<file path="src/rtl/alu_wide_sequencer.sv">
// alu_wide_sequencer: multi-limb add/subtract built on a shared DataWidth-bit ALU.
// One limb is processed per cycle, least-significant limb first. The carry is
// chained through the ALU carry-in flag. Subtract is performed as A + ~B + 1.
module alu_wide_sequencer #(
    parameter int         DataWidth = 16,
    parameter int         Limbs     = 2,
    parameter int         FlagBits  = 4,
    parameter logic [3:0] AddOp     = 4'h0,
    parameter logic [3:0] SubOp     = 4'h1
) (
    input  logic                         Clk,
    input  logic                         Reset_N,
    input  logic                         Start,
    input  logic [3:0]                   FuncOp,
    input  logic                         CarryIn,
    input  logic [Limbs*DataWidth-1:0]   OpA,
    input  logic [Limbs*DataWidth-1:0]   OpB,
    output logic                         Busy,
    output logic                         Done,
    output logic                         Err,
    output logic [Limbs*DataWidth-1:0]   Result,
    output logic [FlagBits-1:0]          OFlags,
    output logic [DataWidth-1:0]         AluA,
    output logic [DataWidth-1:0]         AluB,
    output logic [3:0]                   AluOp,
    output logic [FlagBits-1:0]          AluIFlags,
    input  logic [DataWidth-1:0]         AluY,
    input  logic [FlagBits-1:0]          AluOFlags
);

    localparam int WideW = Limbs * DataWidth;
    localparam int IdxW  = $clog2(Limbs);
    localparam logic [IdxW-1:0] LastIdx = IdxW'(Limbs - 1);
    localparam logic [IdxW-1:0] IdxOne  = IdxW'(1);

    // Flag bit positions {V,N,C,Z}
    localparam int FlagZ = 0;
    localparam int FlagC = 1;
    localparam int FlagN = 2;
    localparam int FlagV = 3;

    typedef enum logic [1:0] {
        ST_IDLE = 2'd0,
        ST_RUN  = 2'd1,
        ST_DONE = 2'd2
    } state_t;

    state_t             state_q;
    logic [IdxW-1:0]    idx_q;
    logic [WideW-1:0]   a_q;
    logic [WideW-1:0]   b_q;
    logic               sub_q;
    logic               carry_q;
    logic               zacc_q;
    logic               busy_q;
    logic               done_q;
    logic               err_q;
    logic [WideW-1:0]   result_q;
    logic [FlagBits-1:0] oflags_q;

    logic               op_valid_s;
    logic               carry_seed_d;
    logic [DataWidth-1:0] limb_a_s;
    logic [DataWidth-1:0] limb_b_s;
    logic [FlagBits-1:0] final_flags_d;

    // Decode the requested operation and its carry seed (subtract seeds the +1).
    always_comb begin
        op_valid_s   = (FuncOp == AddOp) || (FuncOp == SubOp);
        carry_seed_d = (FuncOp == SubOp) ? 1'b1 : CarryIn;
    end

    // Select the current limb of each captured operand; B is inverted for subtract.
    always_comb begin
        limb_a_s = a_q[idx_q*DataWidth +: DataWidth];
        if (sub_q) begin
            limb_b_s = ~b_q[idx_q*DataWidth +: DataWidth];
        end else begin
            limb_b_s = b_q[idx_q*DataWidth +: DataWidth];
        end
    end

    // Assemble the wide flags from the top-limb ALU result and the zero accumulator.
    always_comb begin
        final_flags_d        = {FlagBits{1'b0}};
        final_flags_d[FlagV] = AluOFlags[FlagV];
        final_flags_d[FlagN] = AluY[DataWidth-1];
        final_flags_d[FlagC] = AluOFlags[FlagC];
        final_flags_d[FlagZ] = zacc_q & AluOFlags[FlagZ];
    end

    // Drive the ALU: limb operands only in RUN, op fixed to add.
    always_comb begin
        AluOp     = AddOp;
        AluA      = {DataWidth{1'b0}};
        AluB      = {DataWidth{1'b0}};
        AluIFlags = {FlagBits{1'b0}};
        if (state_q == ST_RUN) begin
            AluA             = limb_a_s;
            AluB             = limb_b_s;
            AluIFlags[FlagC] = carry_q;
        end else begin
            AluIFlags = {FlagBits{1'b0}};
        end
    end

    // Sequencer FSM with operand capture, limb write-back and registered status.
    always_ff @(posedge Clk) begin
        if (!Reset_N) begin
            state_q  <= ST_IDLE;
            idx_q    <= {IdxW{1'b0}};
            a_q      <= {WideW{1'b0}};
            b_q      <= {WideW{1'b0}};
            sub_q    <= 1'b0;
            carry_q  <= 1'b0;
            zacc_q   <= 1'b0;
            busy_q   <= 1'b0;
            done_q   <= 1'b0;
            err_q    <= 1'b0;
            result_q <= {WideW{1'b0}};
            oflags_q <= {FlagBits{1'b0}};
        end else begin
            case (state_q)
                ST_IDLE: begin
                    if (Start) begin
                        busy_q <= 1'b1;
                        idx_q  <= {IdxW{1'b0}};
                        if (op_valid_s) begin
                            a_q     <= OpA;
                            b_q     <= OpB;
                            sub_q   <= (FuncOp == SubOp);
                            carry_q <= carry_seed_d;
                            zacc_q  <= 1'b1;
                            err_q   <= 1'b0;
                            state_q <= ST_RUN;
                        end else begin
                            result_q <= {WideW{1'b0}};
                            oflags_q <= {FlagBits{1'b0}};
                            err_q    <= 1'b1;
                            done_q   <= 1'b1;
                            state_q  <= ST_DONE;
                        end
                    end else begin
                        busy_q <= 1'b0;
                    end
                end
                ST_RUN: begin
                    result_q[idx_q*DataWidth +: DataWidth] <= AluY;
                    carry_q <= AluOFlags[FlagC];
                    zacc_q  <= zacc_q & AluOFlags[FlagZ];
                    if (idx_q == LastIdx) begin
                        oflags_q <= final_flags_d;
                        done_q   <= 1'b1;
                        state_q  <= ST_DONE;
                    end else begin
                        idx_q <= idx_q + IdxOne;
                    end
                end
                ST_DONE: begin
                    done_q  <= 1'b0;
                    err_q   <= 1'b0;
                    busy_q  <= 1'b0;
                    idx_q   <= {IdxW{1'b0}};
                    state_q <= ST_IDLE;
                end
                default: begin
                    done_q  <= 1'b0;
                    err_q   <= 1'b0;
                    busy_q  <= 1'b0;
                    state_q <= ST_IDLE;
                end
            endcase
        end
    end

    assign Busy   = busy_q;
    assign Done   = done_q;
    assign Err    = err_q;
    assign Result = result_q;
    assign OFlags = oflags_q;

endmodule

</file>
<file path="config.mk">
export PLATFORM = sky130hd
export DESIGN_NAME = alu_wide_sequencer
export DESIGN_NICKNAME = d
export VERILOG_FILES = /design/src/rtl/alu_wide_sequencer.sv
export SDC_FILE = /design/constraint.sdc
export NUM_CORES = 1
export LEC_CHECK = 0
export CORE_ASPECT_RATIO = 0.7
export CORE_MARGIN = 2
export CORE_UTILIZATION = 46
export DETAILED_ROUTE_END_ITERATION = 8
export PLACE_DENSITY = 0.86
export SETUP_SLACK_MARGIN = 0.1
export SLEW_MARGIN = 0
export SYNTH_ARGS = -nofsm -noshare
export SYNTH_HDL_FRONTEND = slang
export SYNTH_SLANG_ARGS = --single-unit
</file>
<file path="constraint.sdc">
create_clock -name Clk -period 2.3 [get_ports Clk]
set_input_delay 0.345 -clock Clk [delete_from_list [all_inputs] [get_ports Clk]]
set_output_delay 0.345 -clock Clk [all_outputs]
set_load 0.05 [all_outputs]
</file>
==> flow_summary.json <==
{
  "whs_path_depth": 2,
  "synth_top_family_by_area": "multiplexers",
  "ys_ff_latch": 109,
  "fill_cells": 796,
  "clk_path_buf_depth": 2,
  "crit_path_end": "AluA[15]",
  "r2r_cells": 3,
  "final_nets": 800,
  "cp_max_fo": 20,
  "arrival_ns": 1.73,
  "insertion_delay_ns": 0.35,
  "antenna_found_initial": 0,
  "critPathCaptureType": "primary output",
  "hold_viol": 0,
  "worstReg2RegEnd": "Result[2]",
  "synthFlopType": "dfxtp_1",
  "r2r_setup_slack_ns": 0.30,
  "worst-path-buf-inv": 2,
  "finish.utilization_pct": 68.07,
  "die_w_um": 128.2,
  "maxCapViolations": 0,
  "layout_min_cycle_time_ns": 2.076,
  "synth.distinct_cells": 33,
  "yosysSeqAreaShare_pct": 43.93,
  "rsz0062_at_grt": "false",
  "port_buffers": 162,
  "holdCritPathClass": "register to register",
  "fmax_mhz": 481.7,
  "worst_slew_pin_slew_ns": 1.196,
  "tritoncts": "done",
  "avgSynthCellArea_um2": 8.714,
  "power_per_cell_area_nw_per_um2": 563.8,
  "synth_compound_area_share_pct": 13.75,
  "numCtsBuffers": 9,
  "grt_pass1_vias": 4478,
  "finalSetupViolCount": 0,
  "cpMaxStageDelayCell": "dfxtp_2",
  "hold_buffers": 0,
  "worstReg2RegStart": "state_q[1]",
  "max-vdd-ir-drop_uv": 403.7,
  "finalCritPeriodShare_pct": 90.25,
  "relSlewSlack_pct": 19.73,
  "synth-edff-count": 0,
  "rows": 31,
  "cts.sink_count": 109,
  "start_util_pct": 47.61,
  "h-tree-depth": 3,
  "synth_mux_area_share_pct": 16.73,
  "wirelength_um": 13800,
  "drive_above_1_share_pct": 10.52,
  "fp.dieH_um": 90.94,
  "yosysWarnings": 0,
  "num_vias": 4572,
  "n_antenna_cell": 0,
  "syn-instance-count": 570,
  "io_pins": 171,
  "power_leakage_nw": 2.521,
  "multi_input_area_um2": 2495,
  "synth-simple-area-share_pct": 16.12,
  "cp.depth": 4,
  "seq_area_um2": 2183,
  "cp_cell_sequence": "and3b_1 -> buf_4 -> a22o_1 -> buf_12",
  "critPathKind": "register to primary output",
  "max_stage_delay_ns": 0.47,
  "cts-root-buf": "clkbuf_16",
  "place_hpwl_um": 9820,
  "gp_congestion": 0.8217,
  "coreArea_um2": 10430,
  "die_area_um2": 11660,
  "startpoint_type": "register",
  "grt_usage_pct": 23.64,
  "synth_area_leaders": "dfxtp_1 (44%), mux2i_1 (17%), nand2_1 (13%)",
  "avgViaCountPerCell": 5.411,
  "overflow": 0,
  "post-route-drc-count": 0,
  "synth_top_area_share_pct": 43.93,
  "synth_xor_xnor_area_share_pct": 2.821,
  "worstPathRequired_ns": 1.96,
  "routedWlPerCell_um": 16.33,
  "drtIter0Drc": 324,
  "synth_area_um2": 4967,
  "path_clk_slew_ns": 0.07,
  "drv_slew": 0,
  "async_flop_share_pct": 0,
  "synth_top_area_cell": "dfxtp_1",
  "antenna_left": 0,
  "status": "complete, no violations",
  "tns_ns": 0,
  "critical_path.startpoint": "state_q[0]",
  "first_pass_iters": 6,
  "grt_max_degree": 136,
  "skew_ns": 0.01090,
  "path_delay_family": "flip-flops",
  "grt_pass1_wl_um": 22070,
  "synth_fa_ha_area_share_pct": 0,
  "synthToLayoutAreaGrowth_pct": 42.97
}
placed cells by master (no fill, tap or decap), types with 2 or more instances in the layout:
cell type,n
clkinvlp_4,2
inv_1,3
mux2i_1,82
a311oi_1,16
o31ai_1,20
conb_1,7
xor2_1,16
a22o_1,16
a21oi_1,38
nand2_1,168
o21a_1,3
clkdlybuf4s50_1,128
buf_12,21
buf_4,30
nand2b_1,2
dfxtp_1,108
nor2_1,20
clkbuf_16,9
state kept, by name, summed over array words and instances, names as in the netlist, 2 cells and up:
register,cells
Result,32
a_q,32
b_q,32
OFlags,4
state_q,2
stage by stage:
| stage | instances | setup WS (ns) | total power [mW] | area, um^2 | hold slack [ns] |
|---|---|---|---|---|---|
| finish | 845 | 0.2242 | 4.004 | 7102 | 0.4580 |
| global route | 845 | 0.1157 | 4.147 | 7102 | 0.4717 |
| CTS | 845 | 0.1946 | 4.030 | 7098 | 0.4604 |
| detailed placement | 829 | 0.04322 | 2.456 | 6788 | 0.4481 |
| global placement | 829 | 0.1916 | 2.445 | 6788 | 0.4414 |
| floorplan | 576 | 0.1394 | 2.230 | 4990 | 0.4341 |
worst min-delay path by stage:
stage | startpoint | slack, ns | end
2_1_floorplan | b_q[0] | 0.43 | b_q[0]
3_3_place_gp | a_q[22] | 0.44 | a_q[22]
3_5_place_dp | b_q[8] | 0.45 | b_q[8]
4_1_cts | b_q[9] | 0.46 | b_q[9]
5_1_grt | a_q[19] | 0.47 | a_q[19]
6_report | b_q[9] | 0.46 | b_q[9]
cell families after synthesis:
logic type | after synthesis
flops | 109
simple gates | 200
mux | 83
buf+inv | 62
other cells | 1
xor+xnor | 16
compound gates | 99
worst reg2reg max path: stages (launching register included):
cell and delay [ns]:
dfxtp_1 0.39, buf_4 0.26, nor2_1 0.92, a311oi_1 0.25
report_power, final:
| group | internal (mW) | switching [mW] | leakage [nW] |
|---|---|---|---|
| registers | 1.92 | 0.0215 | 0.882 |
| clock network | 0.882 | 0.704 | 0.147 |
| logic | 0.226 | 0.251 | 1.49 |
| total | 3.03 | 0.976 | 2.52 |
repair_timing:
item | CTS | global route
endpoints found under the setup margin | 4 | 5
resized for setup | 1 | 1
hold endpoints to repair | 0 | 0
setup buffers | 0 | 0
pin swaps | 0 | 0
final cells by class:
| class | instances | area share [%] |
|---|---|---|
| clock buffers | 10 | 3.365 |
| clock inverters | 6 | 0.9866 |
| inverters | 3 | 0.1586 |
| multi-input cells | 405 | 35.13 |
| flip-flops and latches | 109 | 30.74 |
| well taps | 132 | 2.326 |
| repair buffers | 180 | 27.29 |
routing by layer:
metal  GRT usage [%]  vias up  part of all wire (%)
met2           37.28      192                    46
met3           7.130       31                   7.4
met4           8.608        0                   2.8
met5               0        -                     0
li1                -     2213                     -
met1           30.59     2136                    44
cells in the mapped netlist (2+ instances only):
cell      number
nand2_1      168
dfxtp_1      109
mux2i_1       83
a21oi_1       38
clkbuf_1      36
nor2_1        20
o31ai_1       20
a22o_1        16
a311oi_1      16
xor2_1        16
buf_4         11
buf_2          6
buf_8          4
inv_1          3
o21a_1         3
and3_1         2
buf_1          2
nand2b_1       2
Power figures use the tool's default switching activity.
